`src/rtl/oled_pkg.sv`:
```
// oled_pkg -- definitions shared by the SSD1306 SPI transmitter and its controller.
//   OLED_CMD / OLED_DAT : values of the D/C# qualifier (0 = command, 1 = data)
//   tx_state_t + ST_*   : transmitter FSM state type and encodings
//   spi_half_period()   : SCLK half-period in system clock cycles
package oled_pkg;

  localparam logic OLED_CMD = 1'b0;
  localparam logic OLED_DAT = 1'b1;

  typedef logic [2:0] tx_state_t;

  localparam tx_state_t ST_IDLE  = 3'd0;
  localparam tx_state_t ST_SETUP = 3'd1;
  localparam tx_state_t ST_SHIFT = 3'd2;
  localparam tx_state_t ST_HOLD  = 3'd3;
  localparam tx_state_t ST_GAP   = 3'd4;

  // clk_mhz * 1000 / (2 * spi_khz), integer-truncated.
  function automatic int unsigned spi_half_period(input int unsigned clk_mhz,
                                                  input int unsigned spi_khz);
    return (clk_mhz * 1000) / (2 * spi_khz);
  endfunction

endpackage

```
`src/rtl/oled_spi_tx_if.sv`:
```
// oled_spi_tx_if -- byte request handshake between the OLED controller and
// the SPI transmitter.
//   send_en   : byte request, level-sampled while the transmitter is idle
//   send_dc   : 0 = command, 1 = data
//   send_data : byte to transmit, MSB first
//   send_busy : high while a transfer is in progress
// modport master = controller side, modport slave = transmitter side.
interface oled_spi_tx_if;
  logic       send_en;
  logic       send_dc;
  logic [7:0] send_data;
  logic       send_busy;

  modport master (output send_en, output send_dc, output send_data, input send_busy);
  modport slave  (input send_en, input send_dc, input send_data, output send_busy);
endinterface

```
`src/rtl/oled_spi_clkdiv.sv`:
```
// oled_spi_clkdiv -- half-period tick generator for the SPI transmitter.
//   clk    : system clock
//   rst    : synchronous active-high reset
//   clr_i  : hold the counter at zero (transmitter idle)
//   tick_o : single-cycle pulse on the last cycle of every HALF-cycle window
// Releasing clr_i starts a window on the following cycle, so every FSM phase
// lasts exactly HALF cycles measured from the accepting edge.
module oled_spi_clkdiv #(
  parameter int unsigned HALF = 5
) (
  input  logic clk,
  input  logic rst,
  input  logic clr_i,
  output logic tick_o
);

  localparam int unsigned CW = (HALF > 1) ? $clog2(HALF) : 1;

  logic [CW-1:0] cnt_q, cnt_d;
  logic          last;

  assign last   = (cnt_q == CW'(HALF - 1));
  assign tick_o = last && !clr_i;

  always_comb begin
    cnt_d = cnt_q + 1'b1;
    if (clr_i || last) begin
      cnt_d = '0;
    end
  end

  always_ff @(posedge clk) begin
    if (rst) begin
      cnt_q <= '0;
    end else begin
      cnt_q <= cnt_d;
    end
  end

endmodule

```
`src/rtl/oled_spi_tx.sv`:
```
// oled_spi_tx -- SSD1306 SPI byte transmitter (mode 0, MSB first).
//   clk, rst    : system clock, synchronous active-high reset
//   state_rst   : panel reset request (0 = panel held in reset)
//   tx (slave)  : send_en / send_dc / send_data request, send_busy status
//   oled_sclk, oled_mosi, oled_cs_n, oled_dc : 4-wire SPI pins
//   oled_res    : panel reset pin, state_rst delayed by one cycle
// Frame: SETUP (H) + N bits x 2H + HOLD (H) + GAP (H), H = SCLK half period.
// Build option OLED_SPI_3WIRE_EN: 3-wire mode, the D/C bit is shifted out
// ahead of the byte (N = 9) and oled_dc is held low.
module oled_spi_tx
  import oled_pkg::*;
#(
  parameter int unsigned CLK_FRE = 50,
  parameter int unsigned SPI_KHZ = 5000
) (
  input  logic         clk,
  input  logic         rst,
  input  logic         state_rst,
  oled_spi_tx_if.slave tx,
  output logic         oled_sclk,
  output logic         oled_mosi,
  output logic         oled_cs_n,
  output logic         oled_dc,
  output logic         oled_res
);

  localparam int unsigned HALF = spi_half_period(CLK_FRE, SPI_KHZ);

`ifdef OLED_SPI_3WIRE_EN
  localparam int unsigned NBITS = 9;
`else
  localparam int unsigned NBITS = 8;
`endif
  localparam int unsigned BW = $clog2(NBITS);

  if (HALF < 2) begin : g_half_chk
    $error("oled_spi_tx: SCLK half period must be at least 2 clk cycles");
  end

  tx_state_t        state_q, state_d;
  logic [NBITS-1:0] shreg_q, shreg_d;
  logic [BW-1:0]    bit_q, bit_d;
  logic             high_q, high_d;
  logic             sclk_q, sclk_d;
  logic             mosi_q, mosi_d;
  logic             cs_n_q, cs_n_d;
  logic             dc_q, dc_d;
  logic             busy_q, busy_d;
  logic             res_q;
  logic             tick;

  oled_spi_clkdiv #(
    .HALF (HALF)
  ) u_clkdiv (
    .clk    (clk),
    .rst    (rst),
    .clr_i  (state_q == ST_IDLE),
    .tick_o (tick)
  );

  // Pins are registered from next-state values so they change on the same
  // edge as the FSM and stay glitch-free.
  always_comb begin
    state_d = state_q;
    shreg_d = shreg_q;
    bit_d   = bit_q;
    high_d  = high_q;
    sclk_d  = sclk_q;
    mosi_d  = mosi_q;
    cs_n_d  = cs_n_q;
    dc_d    = dc_q;
    busy_d  = busy_q;

    case (state_q)
      ST_IDLE: begin
        if (tx.send_en) begin
`ifdef OLED_SPI_3WIRE_EN
          shreg_d = {tx.send_dc, tx.send_data};
          dc_d    = OLED_CMD;
`else
          shreg_d = tx.send_data;
          dc_d    = tx.send_dc;
`endif
          mosi_d  = shreg_d[NBITS-1];
          bit_d   = '0;
          high_d  = 1'b0;
          sclk_d  = 1'b0;
          cs_n_d  = 1'b0;
          busy_d  = 1'b1;
          state_d = ST_SETUP;
        end
      end

      ST_SETUP: begin
        if (tick) begin
          high_d  = 1'b0;
          state_d = ST_SHIFT;
        end
      end

      ST_SHIFT: begin
        if (tick) begin
          if (!high_q) begin
            high_d = 1'b1;
            sclk_d = 1'b1;
          end else begin
            // Falling edge: the only point where MOSI may move.
            high_d = 1'b0;
            sclk_d = 1'b0;
            if (bit_q == BW'(NBITS - 1)) begin
              state_d = ST_HOLD;
            end else begin
              bit_d   = bit_q + 1'b1;
              shreg_d = shreg_q << 1;
              mosi_d  = shreg_q[NBITS-2];
            end
          end
        end
      end

      ST_HOLD: begin
        if (tick) begin
          cs_n_d  = 1'b1;
          state_d = ST_GAP;
        end
      end

      ST_GAP: begin
        if (tick) begin
          busy_d  = 1'b0;
          state_d = ST_IDLE;
        end
      end

      default: begin
        state_d = ST_IDLE;
        sclk_d  = 1'b0;
        cs_n_d  = 1'b1;
        busy_d  = 1'b0;
      end
    endcase
  end

  always_ff @(posedge clk) begin
    if (rst) begin
      state_q <= ST_IDLE;
      shreg_q <= '0;
      bit_q   <= '0;
      high_q  <= 1'b0;
      sclk_q  <= 1'b0;
      mosi_q  <= 1'b0;
      cs_n_q  <= 1'b1;
      dc_q    <= 1'b0;
      busy_q  <= 1'b0;
    end else begin
      state_q <= state_d;
      shreg_q <= shreg_d;
      bit_q   <= bit_d;
      high_q  <= high_d;
      sclk_q  <= sclk_d;
      mosi_q  <= mosi_d;
      cs_n_q  <= cs_n_d;
      dc_q    <= dc_d;
      busy_q  <= busy_d;
    end
  end

  always_ff @(posedge clk) begin
    if (rst) begin
      res_q <= 1'b0;
    end else begin
      res_q <= state_rst;
    end
  end

  assign tx.send_busy = busy_q;
  assign oled_sclk    = sclk_q;
  assign oled_mosi    = mosi_q;
  assign oled_cs_n    = cs_n_q;
  assign oled_dc      = dc_q;
  assign oled_res     = res_q;

endmodule

```
`src/flat_wrapper.sv`:
```
// flat-port wrapper written by rule: the top's interface ports become plain ports
module oled_spi_tx_flat import oled_pkg::*;
#(
  parameter int unsigned CLK_FRE = 50,
  parameter int unsigned SPI_KHZ = 5000
)
  (clk, rst, state_rst, oled_sclk, oled_mosi, oled_cs_n, oled_dc, oled_res, tx_send_en, tx_send_dc, tx_send_data, tx_send_busy);
  oled_spi_tx_if tx_i ();
  input  logic clk;
  input  logic rst;
  input  logic state_rst;
  output logic oled_sclk;
  output logic oled_mosi;
  output logic oled_cs_n;
  output logic oled_dc;
  output logic oled_res;
  input wire logic [$bits(tx_i.send_en)-1:0] tx_send_en;
  input wire logic [$bits(tx_i.send_dc)-1:0] tx_send_dc;
  input wire logic [$bits(tx_i.send_data)-1:0] tx_send_data;
  output wire logic [$bits(tx_i.send_busy)-1:0] tx_send_busy;
  assign tx_i.send_en = tx_send_en;
  assign tx_i.send_dc = tx_send_dc;
  assign tx_i.send_data = tx_send_data;
  assign tx_send_busy = tx_i.send_busy;
  oled_spi_tx #(.CLK_FRE(CLK_FRE), .SPI_KHZ(SPI_KHZ)) u_core (.clk(clk), .rst(rst), .state_rst(state_rst), .tx(tx_i), .oled_sclk(oled_sclk), .oled_mosi(oled_mosi), .oled_cs_n(oled_cs_n), .oled_dc(oled_dc), .oled_res(oled_res));
endmodule
```
`config.mk`:
```
export PLATFORM = sky130hd
export DESIGN_NAME = oled_spi_tx_flat
export DESIGN_NICKNAME = d
export VERILOG_FILES = /design/src/rtl/oled_pkg.sv /design/src/rtl/oled_spi_tx_if.sv /design/src/rtl/oled_spi_clkdiv.sv /design/src/rtl/oled_spi_tx.sv /design/src/flat_wrapper.sv
export SDC_FILE = /design/constraint.sdc
export NUM_CORES = 1
export LEC_CHECK = 0
export CAP_MARGIN = 20
export CORE_MARGIN = 5
export CORE_UTILIZATION = 50
export DETAILED_ROUTE_END_ITERATION = 8
export GPL_ROUTABILITY_DRIVEN = 0
export HOLD_SLACK_MARGIN = 0.02
export PLACE_DENSITY = 0.82
export SLEW_MARGIN = 20
export SYNTH_ARGS = -nofsm -noshare
export SYNTH_HDL_FRONTEND = slang
export SYNTH_SLANG_ARGS = --single-unit
```
`constraint.sdc`:
```
create_clock -name clk -period 2 [get_ports clk]
set_input_delay 0.4 -clock clk [delete_from_list [all_inputs] [get_ports clk]]
set_output_delay 0.4 -clock clk [all_outputs]
set_load 0.01 [all_outputs]
```
==> summary.txt, run 1 <==
Synthesis
  • Mapped Area: between 0.001 and 0.0015 sq mm
  • Gate count of the mapped netlist: 122
  • Synth cell types: 43
  • Synth Area per Inst: 10.1 sq um
  • Seq/Total Area, Yosys: 0.373
  • Yosys warnings: 0
  • #FFs+latches synth: 23
  • Post-Syn Nets: 139

Final layout
  • Antenna diodes: 0
  • Commonest non-fill, non-tap cell in the layout: dfxtp_1
  • Final-stage net count: 160
  • P&R area growth vs syn: 18.1%
  • Layout cell share with drive strength beyond 1: 0.148
  • Core Util, Final: 0.605
  • Most frequent cells in the layout: dfxtp_1, clkdlybuf4s50_1, mux2i_1

STA
  • TNS Setup: 0 ns
  • Final worst slack: 0.284 ns
  • Max Slew Vio Count: 0
  • FMAX: 583 MHz
  • Setup Skew: approximately 0.0074 ns
  • Final Hold Viols: 0
  • RSZ-0062 raised after global routing: false
  • Fin crit share: 0.858
  • Relative max-transition margin: 0.696
  • Setup violations, final: 0
  • Tightest Pin Transition: around 0.46 ns
  • Fin crit period: 1.72 ns

GRT
  • Largest net degree at the start of global routing: 17
  • First-pass GRT wire length: a little over 4000 um
  • Initial antenna violation count: 0
  • Total GRT Usage: 0.147
  • Vias in the first global route: between 900 and 1000
  • Total gr overflow: 0

Power and ir drop
  • Power Total: around 860 uW
  • Cell area power density: 592 mW/mm^2
  • Max VDD drop: 0.000531 V
  • Leakage: 0.000556 uW

Clocking
  • CTS root buf: clkbuf_4
  • Setup Buffers After CTS: 0
  • Worst-Skew Late Latency: 0.31 ns
  • Max clock buf depth: 2
  • CTS tree: built
  • H-tree levels: 1
  • Clk pin slew, worst setup/hold paths: 0.13 ns
  • Hold buffer count at cts: 0
  • Post-cts sizing count: 0
  • Clock sinks: 23
  • Cts bufs inserted: 3

Setup path
  • CP bufs+invs: 1
  • RR Startpoint: u_core.bit_q[0]
  • Crit start category: register
  • CP peak stage delay: 0.35 ns
  • WP data required: 2.25 ns
  • Max Fanout on Critical Path: 11
  • Reg2reg end: u_core.bit_q[2]
  • Setup CP Type: register to register
  • Worst EP arrival: 1.97 ns
  • FF-to-FF setup slack: about 0.28 ns
  • CP max stage cell: dfxtp_1
  • Top delay family on crit path: adder cells
  • CP most frequent cell: ha_1
  • Critical path capture point type: register
  • Critical Path, Cell by Cell: ha_1 -> ha_1 -> and4b_1 -> a21o_1 -> buf_4 -> mux2i_1
  • Worst reg2reg path depth: 6

Flow run
  • Maxcap violations: 0

Route
  • Initial DRC count: 21
  • WL/cell: 13.7 um
  • Metal-1 WL: between 1000 and 1500 um
  • WL met2: 1170 um
  • Pre-antenna DRT Iters: 4
  • WL met3: 122 um
  • Routed wire length: between 2000 and 2500 um
  • Vias per cell: 5.62
  • Top Metal Used: met4
  • DRC: 0
  • Vias: between 900 and 1000
  • DRT antenna net count: 0

Place
  • Place WS: 0.211 ns
  • PortBufs: 18
  • Hpwl dp: ~1800 um

Floorplan
  • Floorplan core area: 0.00241 sq mm
  • Io pins: 19
  • Initial Util: 0.512
  • Die Width: around 60 um
  • Die H: 59.7 um
  • Row count: 18
  • Die area: 0.00356 sq mm

Hold path
  • Hold Crit Class: register to register
  • Hold Path Sink: u_core.u_clkdiv.cnt_q[0]
  • Hold Crit Depth: 1
  • Hold path startpoint: u_core.u_clkdiv.cnt_q[0]

Run status
  • Status: finished clean
worst reg2reg max path, stage by stage (launching register included):
cell and delay [ns]:
dfxtp_1 0.35, ha_1 0.20, ha_1 0.19, and4b_1 0.35
a21o_1 0.15, buf_4 0.20, mux2i_1 0.20
worst max path at each step:
stage                     from               to  cells past startpoint
3_5_place_dp        tx_send_en  u_core.bit_q[2]                      5
2_1_floorplan  u_core.bit_q[0]  u_core.bit_q[2]                      7
6_report       u_core.bit_q[0]  u_core.bit_q[2]                      6
3_3_place_gp        tx_send_en  u_core.bit_q[1]                      5
5_1_grt        u_core.bit_q[0]  u_core.bit_q[2]                      6
4_1_cts        u_core.bit_q[0]  u_core.bit_q[2]                      6
cell usage after synthesis, drive strengths merged:
| library cell | instances | area share |
|---|---|---|
| a211o | 1 | 0.0071 |
| a211oi | 14 | 0.11 |
| a21bo | 1 | 0.0081 |
| a21boi | 1 | 0.0061 |
| a21o | 1 | 0.0061 |
| a21oi | 2 | 0.0081 |
| a311oi | 1 | 0.0071 |
| a31oi | 2 | 0.010 |
| a32oi | 1 | 0.0071 |
| and2b | 1 | 0.0061 |
| and3 | 1 | 0.0051 |
| and4b | 1 | 0.0081 |
| buf | 8 | 0.062 |
| clkbuf | 3 | 0.0091 |
| dfxtp | 23 | 0.37 |
| ha | 4 | 0.041 |
| inv | 4 | 0.012 |
| mux2i | 10 | 0.081 |
| nand2 | 4 | 0.012 |
| nand2b | 4 | 0.020 |
| nand3 | 2 | 0.0081 |
| nand3b | 1 | 0.0061 |
| nand4 | 1 | 0.0051 |
| nand4bb | 2 | 0.018 |
| nor2 | 7 | 0.021 |
| nor2b | 4 | 0.020 |
| nor3 | 1 | 0.0040 |
| nor3b | 3 | 0.022 |
| nor4b | 1 | 0.019 |
| o211ai | 1 | 0.0061 |
| o21ai | 5 | 0.020 |
| o21ba | 2 | 0.016 |
| o31ai | 1 | 0.0061 |
| or2 | 1 | 0.0051 |
| or3 | 1 | 0.0051 |
| xnor2 | 1 | 0.0071 |
| xor2 | 1 | 0.0071 |
area by class of cell:
class / count / area, sq um
clock buffers: 4 / 26.3
fillers: 198 / 951
inverters: 4 / 15.0
multi-input cells: 84 / 672
flip-flops and latches: 23 / 460
well taps: 30 / 37.5
repair buffers: 27 / 248
sequential cells by signal (all words and copies together), names as in the netlist:
register / flops
u_core.shreg_q: 7
u_core.bit_q: 3
u_core.state_q: 3
u_core.u_clkdiv.cnt_q: 3
u_core.high_q: 1
u_core.oled_cs_n: 1
u_core.oled_dc: 1
u_core.oled_mosi: 1
u_core.oled_res: 1
u_core.oled_sclk: 1
u_core.tx.send_busy: 1
cells by family after synthesis:
group | synth area share
adders and majority gates | 0.0405
DFF | 0.373
AOI/OAI and AO/OA | 0.222
and+or+nand+nor | 0.186
xor gates and xnor gates | 0.0142
buffers and inverters | 0.0831
muxes | 0.0811
per-stage QoR:
step	area, sq um	hold slack (ns)	cells
after floorplan	1230	0.417	122
after global placement	1430	0.427	168
after detailed placement	1430	0.435	168
after CTS	1460	0.458	172
after global routing	1460	0.493	172
final	1460	0.452	172
power breakdown:
part           internal, uW  switching [uW]  total, uW  leakage (uW)
combinational          83.8            62.0        146      0.000353
clock                  78.0             140        218     0.0000150
sequential              482            17.7        499      0.000189
total                   644             220        863      0.000556
per-layer routing:
metal  global-route usage  up-vias
li1                     -      484
met3               0.0475        2
met4               0.0316        0
met1                0.183      464
met2                0.247       17
met5                    0        -
Note: power is estimated with default switching activity, not from simulation.
==> run 2, diff against run 1 <==
--- a/config.mk
+++ b/config.mk
@@ -6,6 +6,7 @@
 export NUM_CORES = 1
 export LEC_CHECK = 0
 export CAP_MARGIN = 20
+export CORE_ASPECT_RATIO = 0.6
 export CORE_MARGIN = 5
 export CORE_UTILIZATION = 50
 export DETAILED_ROUTE_END_ITERATION = 8
==> run 2 against run 1 <==
Combinational power hardly changed. Sequential power about the same. Total power increased by 8.1%. Via count rose by 0.93%. Hold slack worse by 0.0020 ns. Sequential share of layout area decreased by 0.27 points. Sequential cell count unchanged. Worst setup slack improved by 0.072 ns. Largest cell class unchanged. Non-clock buffer count fell by 1. Cell area increased by 0.86%. Critical path depth is the same.
==> summary.txt, run 2 (same netlist as run 1, synthesis figures left out) <==
Setup path
  • Top delay family on crit path: compound AO/OA/AOI/OAI gates
  • Worst EP arrival: 1.79 ns (-0.18 ns)
  • Max Fanout on Critical Path: 8 (-3)
  • Critical Path, Cell by Cell: inv_1 -> ha_1 -> and4b_1 -> buf_4 -> a211oi_1 -> a211oi_2
  • Crit start category: register
  • RR Startpoint: u_core.u_clkdiv.cnt_q[0]
  • Worst reg2reg path depth: 6 (unchanged)
  • Setup CP Type: register to register
  • CP bufs+invs: 2 (+1)
  • Reg2reg end: u_core.shreg_q[3]
  • Critical path capture point type: register
  • CP max stage cell: dfxtp_1
  • WP data required: 2.15 ns (-0.10 ns)
  • CP peak stage delay: 0.36 ns (about the same)
  • FF-to-FF setup slack: 0.36 ns (+0.07 ns)

Final layout
  • Multi-input logic area: 672 sq um (unchanged)
  • Max reg flops: 7 (unchanged)
  • Storage cell area: 460 sq um (unchanged)
  • Layout filler cell count: 181 (-8.6%)
  • Final-stage net count: 159 (-0.63%)
  • Non-Filler Instances: 171 (-0.58%)
  • Layout cell share with drive strength beyond 1: 0.149 (+0.00105)
  • Antenna diodes: 0 (unchanged)
  • Most frequent cells in the layout: dfxtp_1, clkdlybuf4s50_1, mux2i_1
  • Top reg by flops: u_core.shreg_q
  • Core Util, Final: 0.651 (+0.0454)
  • P&R area growth vs syn: 19.1%
  • Commonest non-fill, non-tap cell in the layout: dfxtp_1

GRT
  • First-pass GRT wire length: 4280 um (+4.4%)
  • Vias in the first global route: 908 (-2.8%)
  • Largest net degree at the start of global routing: 16 (-1)
  • Initial antenna violation count: 0 (unchanged)
  • Total GRT Usage: 0.151 (+0.00380)
  • Total gr overflow: 0 (unchanged)

Floorplan
  • Floorplan core area: 0.00226 sq mm (-6.2%)
  • Die Width: 74.2 um (+24%)
  • Io pins: 19 (unchanged)
  • Die H: 48.5 um (-19%)
  • Initial Util: 0.546 (+0.0337)
  • Die area: 0.00360 sq mm (+0.92%)
  • Row count: 13 (-5)

Hold path
  • Hold Crit Class: register to register
  • Hold Crit Depth: 1 (unchanged)
  • Hold Path Sink: u_core.u_clkdiv.cnt_q[0]
  • Hold path startpoint: u_core.u_clkdiv.cnt_q[0]

Clocking
  • Clk pin slew, worst setup/hold paths: 0.08 ns (-0.05 ns)
  • Max clock buf depth: 2 (unchanged)
  • Hold buffer count at cts: 0 (unchanged)
  • H-tree levels: 1 (unchanged)
  • Cts bufs inserted: 3 (unchanged)
  • CTS root buf: clkbuf_8
  • Worst-Skew Late Latency: 0.26 ns (-0.05 ns)
  • Clock sinks: 23 (unchanged)
  • Post-cts sizing count: 0 (unchanged)
  • CTS tree: built
  • Setup Buffers After CTS: 0 (unchanged)

Place
  • Place WS: 0.213 ns (+0.00201 ns)
  • PortBufs: 18 (unchanged)
  • Dpl cells: 167 (-0.60%)
  • Hpwl dp: 1900 um (+8.2%)

STA
  • Fin crit period: 1.64 ns (-0.0717 ns)
  • Max Slew Vio Count: 0 (unchanged)
  • FMAX: 608 MHz (+4.4%)
  • Final worst slack: 0.356 ns (+0.0717 ns)
  • Setup Skew: 0.00579 ns (-0.00162 ns)
  • Fin crit share: 0.822 (-0.0358)
  • Relative max-transition margin: 0.678 (-0.0177)
  • TNS Setup: 0 ns (unchanged)
  • Final Hold Viols: 0 (unchanged)
  • Setup violations, final: 0 (unchanged)
  • RSZ-0062 raised after global routing: false
  • Tightest Pin Transition: 0.482 ns (+0.0265 ns)

Power and ir drop
  • Max VDD drop: 0.000359 V (-32%)
  • Cell area power density: 634 mW/mm^2 (+7.2%)
  • Leakage: 0.000562 uW (+0.99%)

Route
  • Vias per cell: 5.71 (+1.5%)
  • Pre-antenna DRT Iters: 4 (unchanged)
  • Initial DRC count: 117 (+460%)
  • DRT antenna net count: 0 (unchanged)
  • Vias: 976 (+0.93%)
  • Routed wire length: 2620 um (+11%)
  • WL/cell: 15.3 um (+11%)
  • DRC: 0 (unchanged)

Run status
  • Status: finished clean

Flow run
  • Maxcap violations: 0 (unchanged)
## run 2: cell count changes in the layout (fill, tap and decap cells not counted), sizes merged
cell and change:
clkbuf -1, clkinv +1, buf -1
## run 2: how the worst max path moves through the flow
stage                                        start                end  slack (ns)  cells past startpoint
after floorplan                    u_core.bit_q[0]    u_core.bit_q[2]        0.40                      7
final                     u_core.u_clkdiv.cnt_q[0]  u_core.shreg_q[3]        0.36                      6
after detailed placement                tx_send_en    u_core.bit_q[1]        0.21                      5
after global placement                  tx_send_en     u_core.oled_dc        0.31                      5
after global routing             u_core.state_q[1]    u_core.bit_q[1]        0.23                      5
after CTS                        u_core.state_q[1]    u_core.bit_q[2]        0.35                      5
## run 2: power breakdown
group	switching, uW	internal, uW	total (uW)
Combinational	64.8	81.8	147
Sequential	18.8	481	500
Clock	148	139	287
## run 2: area by class of cell
class | count | area share
Clock buffer | 3 | 0.0281
Sequential cell | 23 | 0.313
Tap cell | 30 | 0.0255
Clock inverter | 1 | 0.00340
Multi-Input combinational cell | 84 | 0.457
Timing Repair Buffer | 26 | 0.163
Inverter | 4 | 0.0102
## run 2: per-layer routing
metal,vias up,global-route usage,wire (um)
met2,43,0.232,1200
li1,479,-,-
met4,0,0.0361,31
met5,-,0,0
met3,6,0.0473,199
met1,448,0.203,1190
## run 2: metrics by stage
step           area (sq um)  total power, uW  hold WS (ns)
4_1_cts                1470              942         0.459
5_1_grt                1470              980         0.502
6_report               1470              933         0.450
3_5_place_dp           1430              656         0.440
3_3_place_gp           1430              650         0.429
2_1_floorplan          1230              596         0.417
